==> src/rtl/rv32i_pkg.sv <==
// Shared RV32I branch definitions.
// Holds the branch funct3 codes, the resolution sequencer state encoding and
// two small helpers that classify a funct3 and turn (eq, lt) into a taken bit.
// No ports: package only.
package rv32i_pkg;

  localparam logic [2:0] BR_BEQ  = 3'b000;
  localparam logic [2:0] BR_BNE  = 3'b001;
  localparam logic [2:0] BR_BLT  = 3'b100;
  localparam logic [2:0] BR_BGE  = 3'b101;
  localparam logic [2:0] BR_BLTU = 3'b110;
  localparam logic [2:0] BR_BGEU = 3'b111;

  typedef enum logic [1:0] {
    IDLE = 2'd0,
    CMP  = 2'd1,
    DONE = 2'd2
  } br_state_e;

  // funct3 010 and 011 have no branch meaning in RV32I.
  function automatic logic brIsIllegal(input logic [2:0] f3);
    return (f3[2:1] == 2'b01);
  endfunction

  // Maps the comparison result onto the branch condition; illegal codes never take.
  function automatic logic brDecide(input logic [2:0] f3, input logic eq, input logic lt);
    logic taken;
    taken = 1'b0;
    case (f3)
      BR_BEQ:           taken = eq;
      BR_BNE:           taken = !eq;
      BR_BLT, BR_BLTU:  taken = lt;
      BR_BGE, BR_BGEU:  taken = !lt;
      default:          taken = 1'b0;
    endcase
    return taken;
  endfunction

endpackage

==> src/rtl/branch_slice_cmp.sv <==
// Combinational unsigned magnitude comparator for one operand slice.
// Ports:
//   i_a, i_b  W-bit slices to compare
//   o_eq      i_a == i_b
//   o_lt      i_a <  i_b (unsigned)
module branch_slice_cmp #(
  parameter int W = 4
) (
  input  logic [W-1:0] i_a,
  input  logic [W-1:0] i_b,
  output logic         o_eq,
  output logic         o_lt
);

  assign o_eq = (i_a == i_b);
  assign o_lt = (i_a <  i_b);

endmodule

==> src/rtl/branch_resolve_seq.sv <==
// Multi-cycle branch resolution sequencer.
// A single SLICE_W-bit comparator walks rs1/rs2 from the most significant
// slice down and stops at the first slice that differs, then the branch
// condition and next PC are registered out with a one-cycle done pulse.
// XLEN must be a multiple of SLICE_W.
// Ports:
//   i_clk, i_rst             clock, synchronous active-high reset
//   i_start, i_flush         request pulse (IDLE only), pipeline kill
//   i_funct3                 branch funct3
//   i_rs1_data, i_rs2_data   operands A and B
//   i_pc, i_imm              branch PC and sign-extended B-type offset
//   o_busy                   sequencer in CMP or DONE
//   o_done                   one-cycle pulse, results valid
//   o_br_eq, o_br_lt         comparison results (signedness per funct3)
//   o_taken, o_illegal       branch decision, unsupported funct3 flag
//   o_next_pc                taken ? pc+imm : pc+4 (wraps)
module branch_resolve_seq
  import rv32i_pkg::*;
#(
  parameter int XLEN    = 32,
  parameter int SLICE_W = 4
) (
  input  logic            i_clk,
  input  logic            i_rst,
  input  logic            i_start,
  input  logic            i_flush,
  input  logic [2:0]      i_funct3,
  input  logic [XLEN-1:0] i_rs1_data,
  input  logic [XLEN-1:0] i_rs2_data,
  input  logic [XLEN-1:0] i_pc,
  input  logic [XLEN-1:0] i_imm,
  output logic            o_busy,
  output logic            o_done,
  output logic            o_br_eq,
  output logic            o_br_lt,
  output logic            o_taken,
  output logic            o_illegal,
  output logic [XLEN-1:0] o_next_pc
);

  localparam int NSLICE = XLEN / SLICE_W;
  localparam int IDX_W  = (NSLICE > 1) ? $clog2(NSLICE) : 1;
  localparam logic [IDX_W-1:0] IDX_TOP = IDX_W'(NSLICE - 1);

  br_state_e         r_state;
  br_state_e         w_nextState;
  logic [XLEN-1:0]   r_a;
  logic [XLEN-1:0]   r_b;
  logic [XLEN-1:0]   r_pc;
  logic [XLEN-1:0]   r_imm;
  logic [2:0]        r_funct3;
  logic [IDX_W-1:0]  r_idx;
  logic              r_cmpEq;
  logic              r_cmpLt;

  logic [XLEN-1:0]   w_signFlip;
  logic [SLICE_W-1:0] w_sliceA;
  logic [SLICE_W-1:0] w_sliceB;
  logic              w_sliceEq;
  logic              w_sliceLt;
  logic              w_accept;
  logic              w_illegal;
  logic              w_taken;
  logic [XLEN-1:0]   w_nextPc;

  // Flipping the sign bit of both operands maps two's-complement order onto
  // unsigned order, so one unsigned slice scan serves every branch type.
  assign w_signFlip = {~i_funct3[1], {(XLEN-1){1'b0}}};

  assign w_sliceA = r_a[r_idx*SLICE_W +: SLICE_W];
  assign w_sliceB = r_b[r_idx*SLICE_W +: SLICE_W];

  branch_slice_cmp #(.W(SLICE_W)) u_sliceCmp (
    .i_a  (w_sliceA),
    .i_b  (w_sliceB),
    .o_eq (w_sliceEq),
    .o_lt (w_sliceLt)
  );

  // flush in IDLE drops a coincident request.
  assign w_accept  = (r_state == IDLE) && i_start && !i_flush;
  assign w_illegal = brIsIllegal(r_funct3);
  assign w_taken   = !w_illegal && brDecide(r_funct3, r_cmpEq, r_cmpLt);
  assign w_nextPc  = w_taken ? (r_pc + r_imm) : (r_pc + XLEN'(4));
  assign o_busy    = (r_state != IDLE);

  always_ff @(posedge i_clk) begin
    if (i_rst) begin
      r_state <= IDLE;
    end else begin
      r_state <= w_nextState;
    end
  end

  // Scan ends on the first unequal slice or after slice 0; flush beats
  // every other transition out of CMP and DONE.
  always_comb begin
    w_nextState = r_state;
    case (r_state)
      IDLE: begin
        if (w_accept) begin
          w_nextState = brIsIllegal(i_funct3) ? DONE : CMP;
        end
      end
      CMP: begin
        if (i_flush) begin
          w_nextState = IDLE;
        end else if (!w_sliceEq || (r_idx == '0)) begin
          w_nextState = DONE;
        end
      end
      DONE: begin
        w_nextState = IDLE;
      end
      default: begin
        w_nextState = IDLE;
      end
    endcase
  end

  // Comparison results are kept internally until DONE so that a flush in
  // DONE leaves the visible outputs from the previous branch untouched.
  always_ff @(posedge i_clk) begin
    if (i_rst) begin
      r_a       <= '0;
      r_b       <= '0;
      r_pc      <= '0;
      r_imm     <= '0;
      r_funct3  <= '0;
      r_idx     <= IDX_TOP;
      r_cmpEq   <= 1'b0;
      r_cmpLt   <= 1'b0;
      o_done    <= 1'b0;
      o_br_eq   <= 1'b0;
      o_br_lt   <= 1'b0;
      o_taken   <= 1'b0;
      o_illegal <= 1'b0;
      o_next_pc <= '0;
    end else begin
      o_done <= 1'b0;
      case (r_state)
        IDLE: begin
          if (w_accept) begin
            r_a      <= i_rs1_data ^ w_signFlip;
            r_b      <= i_rs2_data ^ w_signFlip;
            r_pc     <= i_pc;
            r_imm    <= i_imm;
            r_funct3 <= i_funct3;
            r_idx    <= IDX_TOP;
            r_cmpEq  <= 1'b0;
            r_cmpLt  <= 1'b0;
          end
        end
        CMP: begin
          if (i_flush) begin
            r_idx <= IDX_TOP;
          end else if (!w_sliceEq) begin
            r_cmpEq <= 1'b0;
            r_cmpLt <= w_sliceLt;
          end else if (r_idx == '0) begin
            r_cmpEq <= 1'b1;
            r_cmpLt <= 1'b0;
          end else begin
            r_idx <= r_idx - IDX_W'(1);
          end
        end
        DONE: begin
          r_idx <= IDX_TOP;
          if (!i_flush) begin
            o_done    <= 1'b1;
            o_br_eq   <= r_cmpEq & ~w_illegal;
            o_br_lt   <= r_cmpLt & ~w_illegal;
            o_taken   <= w_taken;
            o_illegal <= w_illegal;
            o_next_pc <= w_nextPc;
          end
        end
        default: begin
        end
      endcase
    end
  end

endmodule

==> config.mk <==
export PLATFORM = sky130hd
export DESIGN_NAME = branch_resolve_seq
export DESIGN_NICKNAME = d
export VERILOG_FILES = /design/src/rtl/rv32i_pkg.sv /design/src/rtl/branch_slice_cmp.sv /design/src/rtl/branch_resolve_seq.sv
export SDC_FILE = /design/constraint.sdc
export NUM_CORES = 1
export LEC_CHECK = 0
export BUFFER_PORTS_ARGS = -buffer_cell sky130_fd_sc_hd__clkbuf_2
export CORE_MARGIN = 5
export CORE_UTILIZATION = 60
export DETAILED_ROUTE_END_ITERATION = 6
export PLACE_DENSITY = 0.85
export SLEW_MARGIN = 10
export SYNTH_ARGS = -nofsm -noshare
export SYNTH_HDL_FRONTEND = slang
export SYNTH_SLANG_ARGS = --single-unit
==> constraint.sdc <==
create_clock -name i_clk -period 8.2 [get_ports i_clk]
set_input_delay 0.41 -clock i_clk [delete_from_list [all_inputs] [get_ports i_clk]]
set_output_delay 0.41 -clock i_clk [all_outputs]
set_load 0.05 [all_outputs]
Word level (Yosys, flattened, before mapping)
Index checks and enable logic that the tools add are counted.

cells by class
  add/sub/neg operators = 3
  multipliers = 0
  divide/modulo/power cells = 0
  $lt $le $gt $ge = 1
  equality and inequality tests = 16
  shifts and indexed selects = 2
  multiplexer cells = 22
  bitwise logic cells = 8
  reductions and logical operators = 23

operator list
  operator                                                         number
  32-bit by 6-bit indexed part select with 4-bit output            2
  32-bit bitwise XOR                                               2
  32-bit by 3-bit adder with 32-bit output, second input constant  1
  32-bit adder                                                     1
  32-bit two-way mux                                               1
  3-bit == test, second input constant                             4
  3-bit two-way mux                                                4
  3-bit != test, second input constant                             4
  3-bit case mux with 3 select lines                               1
  1-bit two-way mux                                                8
  2-bit two-way mux                                                4
  4-bit AND reduction                                              2
  2-bit by 1-bit == test with 1-bit output, second input constant  3
  3-bit zero test                                                  2
  2-bit AND reduction                                              3
  2-bit OR reduction                                               3
  1-bit zero test                                                  5
  4-bit == test                                                    1
  4-bit < comparator                                               1
  2-bit != test, second input constant                             2
  1-bit NOT                                                        4
  1-bit case mux with 2 select lines                               2
  1-bit case mux with 4 select lines                               1
  2-bit case mux with 2 select lines                               1
  other kinds (9)                                                  13

storage, ports and cells
  bits in registers = 175
  bits in latches = 0
  memory bits (writable) = 0
  ROM bits = 0
  input bits = 135
  memories kept = 0

Longest topological paths before layout
  depth in word-level cells = 7
  gate-level depth with buffers = 13
  depth with buffers taken out = 12

Modules after synthesis
A second synthesis with hierarchy kept.

second synthesis, totals
  cells, all modules = 1205
  area total of the unflattened synthesis = 9208.8 um^2

modules (own cells, without submodules)
  module              times used  cells each  area each (um^2)  sequential area each (um^2)
  branch_resolve_seq  1           1191        9106.2            3503.4
  branch_slice_cmp    1           14          102.6             0.0

Worst setup path before layout
OpenSTA, ideal clock, no wires.

  path kind = reg-to-reg
  start = register r_idx[0]
  end = register r_idx[2]
  setup time = 0.126 ns
  data arrival time = 2.883 ns
  required time = 8.074 ns
  path slack = 5.191 ns
  stages on the path, launching flop included = 14
  path buffers = 2
  cells stage by stage = dfxtp_1 -> buf_2 -> clkbuf_1 -> mux4_2 -> mux2i_1 -> ha_1 -> nand4_1 -> a21oi_1 -> o21ai_0 -> a21oi_1 -> and2_1 -> nand3_1 -> o21ai_0 -> nand2_1

on the way
  word-level cells in the longest chain between the ends = 5
  elaborated cells between the ends (all ways) = 12
  classes of those cells = add/sub (1); eq/ne (3); shift (2); mux (4); reduce/logical (2)

ends and longest elaborated chain
  item                                                                                           RTL line                   text
  start: declaration                                                                             branch_resolve_seq.sv:52   logic [IDX_W-1:0] r_idx;
  start signal: assignment                                                                       branch_resolve_seq.sv:164  r_idx <= r_idx - IDX_W'(1);
  branches (longest 5 deep; another with 32-bit by 6-bit indexed part select with 4-bit output)  -

Parallel ways; which one is timed is not known. The select of a mux whose other input is x is not followed.
A chain may end at the register's enable or synchronous reset.

Worst setup path in the final report
Same ends and word-level chain as after synthesis.

==> results.py <==
metrics = {
    "power": {
        "ir_drop_v": 0.000154,
        "leakagePower_nw": 4.58,
        "power_mw": 1.99,
        "cellPowerDensity_nw_per_um2": 186,
    },
    "layout": {
        "utilization": 0.707,
        "final_common_cell": "nand2_1",
        "multi_input_area_um2": 5350,
        "fin_nets": 1462,
        "layout.filler_cells": 1251,
        "layout_common_cells": "nand2_1 (332), a21oi_1 (178), dfxtp_1 (175)",
        "area_growth_pct": 16.4,
        "diodes": 0,
        "ff_latch_area_um2": 3500,
        "drive_above_1_share": 0.198,
    },
    "routing": {
        "wl_um": 23900,
        "drc": 0,
        "dr.pass1.iters": 5,
        "postRouteAntennaNets": 0,
        "wl_per_cell_um": 16.1,
        "num_vias": 8689,
        "dr.first_iter.drc_count": 646,
        "routed_via_density": 5.84,
    },
    "logic_synthesis": {
        "synth_cell_types": 72,
        "synthCells": 1162,
        "ys_seq_elements": 175,
        "synth_edf_count": 0,
        "synth_area_um2": 9160,
        "async_reset_ff_frac": 0,
        "synth_flop_cell": "dfxtp_1",
        "synth_area_per_cell_um2": 7.88,
        "synth_nets": 1336,
        "ys_warn_count": 0,
        "ys_seq_area_frac": 0.382,
    },
    "global_routing": {
        "grt_max_degree": 108,
        "grt_first_pass_wirelength_um": 39000,
        "grt_pass1_vias": 8394,
        "antenna_found_initial": 0,
        "overflow": 0,
        "track_usage": 0.265,
    },
    "place": {
        "dp_hpwl_um": 17100,
        "routabilityCongestion": 0.901,
        "pre_cts_ws_ns": 4.68,
        "port_buffers": 172,
    },
    "timing": {
        "finClkSkew_ns": 0.0124,
        "min_period_ns": 3.51,
        "max_slew_margin": 0.274,
        "fmax_mhz": 285,
        "slew_violations": 0,
        "hold_viol_final": 0,
        "fin_ws_ns": 4.69,
        "setup_viol": 0,
        "rsz0062_at_grt": "no",
        "tns_ns": 0,
        "tightestPinTransition_ns": 1.09,
        "period_share": 0.428,
    },
    "die": {
        "initial_utilization": 0.607,
        "die_y_um": 134,
        "core_um2": 15100,
        "dieWidth_um": 134,
        "num_io_pins": 173,
        "num_rows": 45,
        "dieArea_um2": 17800,
    },
    "critical_path": {
        "cp_data_arrival_time_ns": 3.81,
        "crit_slowest_cell": "dfxtp_1",
        "cp.required_ns": 8.50,
        "reg2reg_depth": 12,
        "worst_setup_path_start_kind": "flip-flop",
        "max_stage_delay_ns": 1.04,
        "crit_path_max_fanout": 19,
        "reg2reg_slack_ns": 4.69,
        "critical_path.cell_chain": "mux4_2 > nand2_1 > nand2_1 > ha_1 > nand4_1 > a21oi_1 > o21ai_0 > a21oi_1 > and2_1 > nand3_1 > o21ai_0 > nand2_1",
        "critPathKind": "reg -> reg",
        "path_common_cell": "nand2_1",
        "end_kind": "flip-flop",
    },
    "clocking": {
        "cts_sinks": 175,
        "ctsResizeCount": 0,
        "holdBufCountCts": 0,
        "post-cts-setup-buffers": 0,
        "cts-htree-levels": 4,
        "clockBufferDepth": 2,
        "clk_pin_slew_ns": 0.08,
        "cts_root_buf": "clkbuf_16",
        "clkLatencyLatePin_ns": 0.44,
        "cts_tree": "yes",
        "cts-buffers-inserted": 17,
    },
    "min_path": {
        "min_path_cells": 3,
        "hold_path_class": "in -> reg",
    },
    "run": {
        "maxCapViolations": 0,
    },
    "run_status": {
        "status": "finished, final reports clean",
    },
}
sequential cells by signal (all words and copies together) (netlist names):
signal / count
o_illegal: 1
o_next_pc: 32
r_pc: 32
r_a: 32
r_idx: 3
o_br_lt: 1
r_b: 32
r_cmpEq: 1
o_done: 1
o_taken: 1
r_imm: 32
r_funct3: 3
r_cmpLt: 1
o_br_eq: 1
r_state: 2
synthesized netlist by cell type (3+ instances only):
library cell	count	share of area
and2_1	4	0.0027
or3_1	8	0.0055
a21oi_1	178	0.097
xnor2_1	24	0.023
nor2_1	45	0.018
ha_1	38	0.052
a21o_1	20	0.016
nand4_1	6	0.0041
o21ai_1	9	0.0049
nand2b_1	4	0.0027
buf_1	7	0.0029
nor3_1	17	0.0093
nor3_2	3	0.0033
a311oi_1	6	0.0057
nor2b_1	4	0.0027
and3_1	16	0.011
clkbuf_1	62	0.025
a211oi_1	11	0.0090
buf_2	3	0.0016
mux4_2	16	0.039
o31ai_1	5	0.0041
inv_1	12	0.0049
o211ai_1	6	0.0049
o21a_1	3	0.0025
dfxtp_1	175	0.38
a31oi_1	6	0.0041
nand3_1	23	0.013
nand2_1	333	0.14
mux2i_1	7	0.0076
o21bai_1	6	0.0049
o21ai_0	29	0.016
xor2_1	25	0.024
worst max-delay path, delay by kind of cell (launching register included):
family,cells,cell delay [ns]
DFF,1,1.04
AOI/OAI and AO/OA,4,0.73
and+or+nand+nor,6,0.67
muxes,1,0.61
adders and majority gates,1,0.32
report_power, final:
part           total [mW]  internal (mW)  switching [mW]
combinational       0.246         0.0969           0.149
sequential          0.919          0.886          0.0328
clock               0.820          0.443           0.377
total                1.99           1.43           0.559
logic make-up (layout without fill, tap and decap cells):
kind of cell,after synthesis,count (layout),share of synthesized area
and+or+nand+nor,478,478,0.224
DFF,175,175,0.382
buffers and inverters,86,225,0.0365
xor gates and xnor gates,49,49,0.0468
adders and majority gates,39,39,0.0541
AOI/OAI and AO/OA,310,310,0.207
muxes,25,25,0.0498
layer usage:
metal  up-vias  track usage  wire length, µm
li1       4286            -                -
met1      4028        0.322             9800
met2       321        0.462            12000
met3        54       0.0619             1520
met4         0       0.0880              605
met5         -            0                0
through the flow:
step / std cells / area, µm² / hold WS [ns]
after detailed placement: 1457 / 10100 / 0.444
after CTS: 1489 / 10700 / 0.176
after floorplan: 1162 / 9160 / 0.429
after global placement: 1457 / 10100 / 0.441
after global routing: 1489 / 10700 / 0.180
final: 1489 / 10700 / 0.178
final timing paths:
check / start / end
setup / recovery: r_idx[0] / r_idx[2]
hold / removal: i_imm[3] / r_imm[3]
setup reg to reg: r_idx[0] / r_idx[2]
hold reg to reg: r_b[29] / r_b[29]
layout make-up:
| class | instances | area share |
|---|---|---|
| Inverter | 13 | 0.00457 |
| Clock buffer | 18 | 0.0412 |
| Tap cell | 188 | 0.0221 |
| Timing Repair Buffer | 180 | 0.0866 |
| Clock inverter | 14 | 0.0155 |
| Multi-Input combinational cell | 901 | 0.502 |
| Sequential cell | 175 | 0.328 |
(Power assumes the default switching activity.)
